<file path="src/rtl/cpu_seq_pkg.sv">
// cpu_seq_pkg: state encodings, ctrl bit indices and pc_sel codes for cpu_sequencer.
package cpu_seq_pkg;
    typedef enum logic [2:0] {
        S_FETCH  = 3'd0,
        S_DECODE = 3'd1,
        S_EXEC   = 3'd2,
        S_MEM    = 3'd3,
        S_WB     = 3'd4,
        S_ERR    = 3'd5
    } state_e;
    localparam int CTRL_AUIPC     = 6;
    localparam int CTRL_BRANCH    = 5;
    localparam int CTRL_JUMP      = 4;
    localparam int CTRL_IMMEDIATE = 3;
    localparam int CTRL_MEMREAD   = 2;
    localparam int CTRL_MEMWRITE  = 1;
    localparam int CTRL_REGWRITE  = 0;
    localparam logic [1:0] PC_PLUS4  = 2'd0;
    localparam logic [1:0] PC_BRANCH = 2'd1;
    localparam logic [1:0] PC_JUMP   = 2'd2;
endpackage

</file>
<file path="src/rtl/seq_wdt.sv">
// seq_wdt: memory-wait watchdog; expired fires on the LIMIT-th pending cycle since the last clear.
module seq_wdt #(
    parameter int LIMIT = 255
) (
    input  logic clk,
    input  logic reset,
    input  logic clear,
    input  logic tick,
    output logic expired
);
    localparam logic [15:0] LAST = 16'(LIMIT - 1);
    logic [15:0] cnt_q, cnt_d;
    assign cnt_d   = clear ? 16'd0 : cnt_q + 16'(tick);
    assign expired = tick && (cnt_q == LAST);
    always_ff @(posedge clk or posedge reset) begin
        if (reset) cnt_q <= 16'd0;
        else       cnt_q <= cnt_d;
    end
endmodule

</file>
<file path="src/rtl/cpu_sequencer.sv">
// cpu_sequencer: multi-cycle fetch/decode/exec/mem/wb control FSM.
// Define SEQ_TIMEOUT_EN to enable the memory-wait watchdog and the sticky ERR state.
module cpu_sequencer
    import cpu_seq_pkg::*;
#(
    parameter int TIMEOUT_CYCLES = 255
) (
    input  logic        clk,
    input  logic        reset,
    input  logic        run,
    input  logic [6:0]  ctrl,
    input  logic        branch_taken,
    output logic        imem_req,
    input  logic        imem_ack,
    output logic        dmem_req,
    output logic        dmem_we,
    input  logic        dmem_ack,
    output logic        ir_we,
    output logic        mdr_we,
    output logic        pc_we,
    output logic [1:0]  pc_sel,
    output logic        alu_src_imm,
    output logic        alu_a_pc,
    output logic        rf_we,
    output logic        wb_sel_mem,
    output logic        retire,
    output logic        illegal_instr,
    output logic        bus_err,
    output logic [31:0] instr_cnt,
    output logic [2:0]  state
);
    state_e      state_q, state_d;
    logic [6:0]  ctrl_q, ctrl_d;
    logic [31:0] cnt_q, cnt_d;
    logic        timeout;
    logic        is_mem;
`ifdef SEQ_TIMEOUT_EN
    seq_wdt #(.LIMIT(TIMEOUT_CYCLES)) u_wdt (
        .clk     (clk),
        .reset   (reset),
        .clear   (state_d != state_q),
        .tick    ((imem_req & ~imem_ack) | (dmem_req & ~dmem_ack)),
        .expired (timeout)
    );
    assign bus_err = (state_q == S_ERR);
`else
    assign timeout = 1'b0;
    assign bus_err = 1'b0;
`endif
    assign is_mem    = ctrl_q[CTRL_MEMREAD] | ctrl_q[CTRL_MEMWRITE];
    assign ctrl_d    = (state_q == S_DECODE) ? ctrl : ctrl_q;
    assign cnt_d     = cnt_q + 32'(retire);
    assign retire    = pc_we;
    assign instr_cnt = cnt_q;
    assign state     = state_q;
    always_ff @(posedge clk or posedge reset) begin
        if (reset) begin
            state_q <= S_FETCH;
            ctrl_q  <= 7'd0;
            cnt_q   <= 32'd0;
        end else begin
            state_q <= state_d;
            ctrl_q  <= ctrl_d;
            cnt_q   <= cnt_d;
        end
    end
    always_comb begin
        state_d = S_FETCH;
        case (state_q)
            S_FETCH:  state_d = !run ? S_FETCH : imem_ack ? S_DECODE : timeout ? S_ERR : S_FETCH;
            S_DECODE: state_d = (ctrl == 7'd0) ? S_FETCH : S_EXEC;
            S_EXEC:   state_d = (ctrl_q[CTRL_BRANCH] | ctrl_q[CTRL_JUMP]) ? S_FETCH :
                                is_mem ? S_MEM : ctrl_q[CTRL_REGWRITE] ? S_WB : S_FETCH;
            S_MEM:    state_d = dmem_ack ? (ctrl_q[CTRL_MEMREAD] ? S_WB : S_FETCH) :
                                timeout ? S_ERR : S_MEM;
            S_WB:     state_d = S_FETCH;
            S_ERR:    state_d = S_ERR;
            default:  state_d = S_FETCH;
        endcase
    end
    // Gating on reset drops requests asynchronously, not just at the next edge.
    always_comb begin
        imem_req      = 1'b0;
        ir_we         = 1'b0;
        dmem_req      = 1'b0;
        dmem_we       = 1'b0;
        mdr_we        = 1'b0;
        pc_we         = 1'b0;
        pc_sel        = PC_PLUS4;
        alu_src_imm   = 1'b0;
        alu_a_pc      = 1'b0;
        rf_we         = 1'b0;
        wb_sel_mem    = 1'b0;
        illegal_instr = 1'b0;
        if (!reset) begin
            case (state_q)
                S_FETCH: begin
                    imem_req = run;
                    ir_we    = run & imem_ack;
                end
                S_DECODE: begin
                    illegal_instr = (ctrl == 7'd0);
                    pc_we         = (ctrl == 7'd0);
                end
                S_EXEC: begin
                    alu_src_imm = ctrl_q[CTRL_IMMEDIATE];
                    alu_a_pc    = ctrl_q[CTRL_AUIPC];
                    pc_we       = ctrl_q[CTRL_BRANCH] | ctrl_q[CTRL_JUMP] |
                                  ~(is_mem | ctrl_q[CTRL_REGWRITE]);
                    pc_sel      = ctrl_q[CTRL_BRANCH] ? (branch_taken ? PC_BRANCH : PC_PLUS4) :
                                  ctrl_q[CTRL_JUMP] ? PC_JUMP : PC_PLUS4;
                end
                S_MEM: begin
                    dmem_req = 1'b1;
                    dmem_we  = ctrl_q[CTRL_MEMWRITE];
                    mdr_we   = dmem_ack & ctrl_q[CTRL_MEMREAD];
                    pc_we    = dmem_ack & ~ctrl_q[CTRL_MEMREAD];
                end
                S_WB: begin
                    rf_we      = 1'b1;
                    wb_sel_mem = ctrl_q[CTRL_MEMREAD];
                    pc_we      = 1'b1;
                end
                default: ;
            endcase
        end
    end
endmodule

</file>
<file path="config.mk">
export PLATFORM = sky130hd
export DESIGN_NAME = cpu_sequencer
export DESIGN_NICKNAME = d
export VERILOG_FILES = /design/src/rtl/cpu_seq_pkg.sv /design/src/rtl/seq_wdt.sv /design/src/rtl/cpu_sequencer.sv
export SDC_FILE = /design/constraint.sdc
export NUM_CORES = 1
export LEC_CHECK = 0
export CORE_MARGIN = 5
export CORE_UTILIZATION = 50
export DETAILED_ROUTE_END_ITERATION = 16
export GPL_TIMING_DRIVEN = 0
export MAX_ROUTING_LAYER = met4
export PLACE_DENSITY = 0.85
export SLEW_MARGIN = 20
export SYNTH_ARGS = -nofsm -noshare
export SYNTH_HDL_FRONTEND = slang
export SYNTH_SLANG_ARGS = --single-unit
</file>
<file path="constraint.sdc">
create_clock -name clk -period 7.35 [get_ports clk]
set_clock_uncertainty 0.1 [all_clocks]
set_input_delay 1.47 -clock clk [delete_from_list [all_inputs] [get_ports clk]]
set_output_delay 1.47 -clock clk [all_outputs]
set_load 0.03 [all_outputs]
</file>
Word level (Yosys, flattened, before mapping)

Cells that the tools add are included.

Add/subtract/negate cells: 1
Equality and inequality tests: 5
Mux-type cells: 36
Bitwise logic cells: 9
Reductions and logical operators: 2

Operators with widths:

| kind                                                | count |
|---|---|
| adder 32 x 1 -> 32 bit                              | 1 |
| two-way mux 1 bit                                   | 24 |
| two-way mux 3 bit                                   | 5 |
| one-hot mux 3 bit (5 select lines)                  | 1 |
| two-way mux 2 bit                                   | 5 |
| zero test 7 bit                                     | 1 |
| equality test 3 x 2 -> 1 bit, second input constant | 2 |
| equality test 3 bit, second input constant          | 2 |
| OR 1 bit                                            | 4 |
| one-hot mux 1 bit (4 select lines)                  | 1 |
| bitwise AND 1 bit                                   | 3 |
| equality test 3 x 1 -> 1 bit, second input constant | 1 |
| zero test 3 bit                                     | 1 |
| NOT 1 bit                                           | 2 |

Bits in registers: 42
Bits of input ports: 13
Output and inout port bits: 50
Word-level logic and storage cells: 56

Longest topological paths before layout

Word-level depth: 7
Gate-level depth with buffers: 11

Least setup slack after synthesis

Ideal clock, no wire load.

Kind: input -> output
From: input reset
To: output mdr_we
Arrival: 3.386 ns
Required time: 5.780 ns
Path slack: 2.394 ns
Stages on the path: 3
Path buffers: 0
Path through: inv_1 > and3_1 > nor2b_1

Cells in the longest elaborated chain, start to end: 1

Ends and longest elaborated chain:

| what               | line                | source |
|---|---|---|
| start: declaration | cpu_sequencer.sv:9  | `input logic reset,` |
| two-way mux 1 bit  | cpu_sequencer.sv:95 | `if (!reset) begin` |
| end: declaration   | cpu_sequencer.sv:19 | `output logic mdr_we,` |

Every way passes these cells.

Worst setup path after layout

From: input ctrl[2]
To: output retire

Cells in the longest elaborated chain, start to end: 3

Ends and longest elaborated chain:

| what                               | line                 | source |
|---|---|---|
| start: declaration                 | cpu_sequencer.sv:11  | `input logic [6:0] ctrl,` |
| zero test 7 bit                    | cpu_sequencer.sv:103 | `pc_we = (ctrl == 7'd0);` |
| one-hot mux 1 bit (4 select lines) | cpu_sequencer.sv:96  | `case (state_q)` |
| two-way mux 1 bit                  | cpu_sequencer.sv:95  |  |
| end: declaration                   | cpu_sequencer.sv:26  | `output logic retire,` |

Every way passes these cells.

==> impl_metrics.ini <==
[setup_path]
critPathLaunch = ctrl[2]
start_kind = input port
crit_path_end = retire
critPathCaptureType = output pin
path_class = input port to output pin
crit_fanout = 3
regToRegSetupSlack_ns = 4.12
r2r_cells = 10
worst_ep_required_time_ns = 5.78
r2r-start = state[2]
r2r-end = instr_cnt[28]
arrival_ns = 3.93

[run_status]
status = complete, no violations

[yosys]
ys_seq_elements = 42
synth_top_family_by_area = simple AND/OR/NAND/NOR gates
syn_avg_cell_area_um2 = 11.0
synthCells = 185
ys_seq_area_frac = 0.515
synth-xor-area-share = 0.129
mappedNetlistArea_um2 = 2040
synth_compound_area_frac = 0.0251
synth_simple_gate_area_frac = 0.259
ys_types = 31
synthAdderAreaFrac = 0.0123
syn-num-nets = 200
ys_warn_count = 0
synthMuxAreaShare = 0.0386

[timing]
hold_viol = 0
slew_violations = 0
fin_hold_ws_ns = 0.391
period_share = 0.749
maxSlewHeadroom = 0.574
tightestPinTransition_ns = 0.636
setup_tns_ns = 0
fmax_ghz = 0.182
fin_crit_ns = 5.50
setup-violations-final = 0
rsz0062_at_grt = no

[place]
dp_hpwl_um = 3500
port_buffers = 61
gp_congestion = 0.771
placed_area_um2 = 2740

[pwr]
swShare = 0.339
peakVddDrop_mv = 0.262
combinationalPowerShare = 0.298
p_per_area_nw_per_um2 = 230
power.internal_w = 0.000431
p_sw_w = 0.000221
clock_power_share = 0.236
seq_power_share = 0.466
p_leak_nw = 1.25

[floorplanning]
start_util = 0.514
coreArea_um2 = 3970
ioPinCount = 63
fp.dieH_um = 73.9
rows = 23
die_w_um = 73.9
die_area_um2 = 5460

[global_routing]
grt_max_degree = 23
grt_pass1_vias = 1611
grt_pass1_wl_um = 7620
use_met1 = 0.230
groute.layer.met2.usage = 0.299
grt_use_met3 = 0.0520
antenna_found_initial = 0
grt_busiest_layer = met2
overflow = 0
grt_util_all_layers = 0.187

[clock_tree]
clock-root-buffer = clkbuf_8
clk_pin_slew_worst_paths_ns = 0.08
cts-buffers-inserted = 5
clockBufferDepth = 2
post_cts_resized = 0
holdBufCountCts = 0
clock_latency_ns = 0.29
cts_sinks = 42
cts_tree = yes
cts_htree_levels = 2
postCtsSetupBuffers = 0

[worst_hold_path]
hp-class = register to register

[finish]
drive_above_1_share = 0.0980
antennaDiodeCount = 0
final_cell_mix = 61 x clkdlybuf4s50_1, 42 x dfrtp_1, 23 x xnor2_1, 14 x nand2_1
fillerInstances = 310
fin_area_um2 = 2840
syn2layout_area_growth_pct = 39.0
mostFrequentLayoutCell = clkdlybuf4s50_1
num-nets-final = 269

[drt]
drt-total-wl_um = 4600
wl_per_cell_um = 15.1
drc_errors = 0
ant_nets = 0
viasPerCell = 5.34
vias = 1629
drtIter0Drc = 127
drtPass1Iterations = 4

[flow_run]
drv_cap = 0
-- state kept, by name (all words and copies together), names as in the netlist --
name       count
state          3
ctrl_q         7
instr_cnt     32
-- worst max-delay path, stage by stage --
cell and delay, ns:
clkdlybuf4s50_1 0.43, or4_1 0.57, nor4_1 0.25, nand2_1 0.12
a21oi_1 0.27, buf_4 0.16, clkdlybuf4s50_1 0.66
-- kinds of logic (layout without fill, tap and decap cells) --
group                    Yosys count  after routing
AO/OA/AOI/OAI                      9              9
XOR/XNOR                          30             30
adder cells (fa/ha/maj)            2              2
buffers and inverters              8             78
flip-flops                        42             42
multiplexers                       7              7
other                              1              1
AND/OR/NAND/NOR                   86             86
-- power groups by stage --
stage          sequential, W  clock, W  combinational (W)
2_1_floorplan       0.000325         0           0.000100
5_1_grt             0.000309  0.000167           0.000211
3_3_place_gp        0.000305         0           0.000190
4_1_cts             0.000303  0.000158           0.000196
3_5_place_dp        0.000308         0           0.000196
6_report            0.000304  0.000154           0.000195
-- routing by layer --
layer  vias up  routed length [µm]  part of all wire
met5         -                   0                 0
met4         0                  59             0.013
met3         6                 234             0.051
met2        45                2340              0.51
met1       794                1970              0.43
li1        784                   -                 -
-- how the worst min path moves through the flow --
stage	startpoint	cells past startpoint	to	slack (ns)
finish	instr_cnt[31]	1	instr_cnt[31]	0.39
global route	instr_cnt[30]	1	instr_cnt[30]	0.41
CTS	instr_cnt[15]	1	instr_cnt[15]	0.39
detailed placement	instr_cnt[15]	1	instr_cnt[15]	0.38
global placement	instr_cnt[31]	1	instr_cnt[31]	0.36
floorplan	ctrl_q[3]	1	ctrl_q[3]	0.37
-- cell type report --
class                      count  area (µm²)  share of cell area
sequential                    42        1050               0.371
multi-input combinational    135         951               0.335
timing repair buffer          62         638               0.225
clock buffer                   6        82.6              0.0291
tap                           50        62.6              0.0221
buffer                         5        27.5             0.00970
clock inverter                 2        12.5             0.00441
inverter                       3        11.3             0.00397
-- metrics by stage --
stage               setup WS (ns)  instances  power, W   util
floorplan                    2.39        185  0.000425      -
global placement             1.40        296  0.000495  0.683
detailed placement           1.84        297  0.000504  0.690
CTS                          1.83        305  0.000658  0.714
global route                 1.62        305  0.000687  0.714
finish                       1.85        305  0.000652  0.714
-- synth_stat cells --
library cell   n  area [µm²]
nand3_1       11        55.1
dfrtp_1       42        1050
and4_1         4        35.0
nor3b_2        1        12.5
nor2_1         9        33.8
inv_1          3        11.3
nand4_1       11        68.8
clkbuf_1       2        7.51
nand4_4        1        21.3
a221oi_1       1        8.76
and2_1         7        43.8
and3b_1        1        8.76
conb_1         1        3.75
nor4_1         2        12.5
and3_1         9        56.3
xnor2_1       23         201
nor2b_1        3        18.8
nor4_4         2        42.5
or4_1          1        7.51
buf_4          2        15.0
o31ai_1        1        7.51
o21ai_0        5        25.0
buf_2          1        5.00
nor3_1         7        35.0
nand4_2        1        12.5
nand2_1       14        52.6
mux2_2         7        78.8
xor2_1         7        61.3
ha_1           2        25.0
nand2b_1       2        12.5
a21oi_1        2        10.0
(Power assumes the default switching activity.)
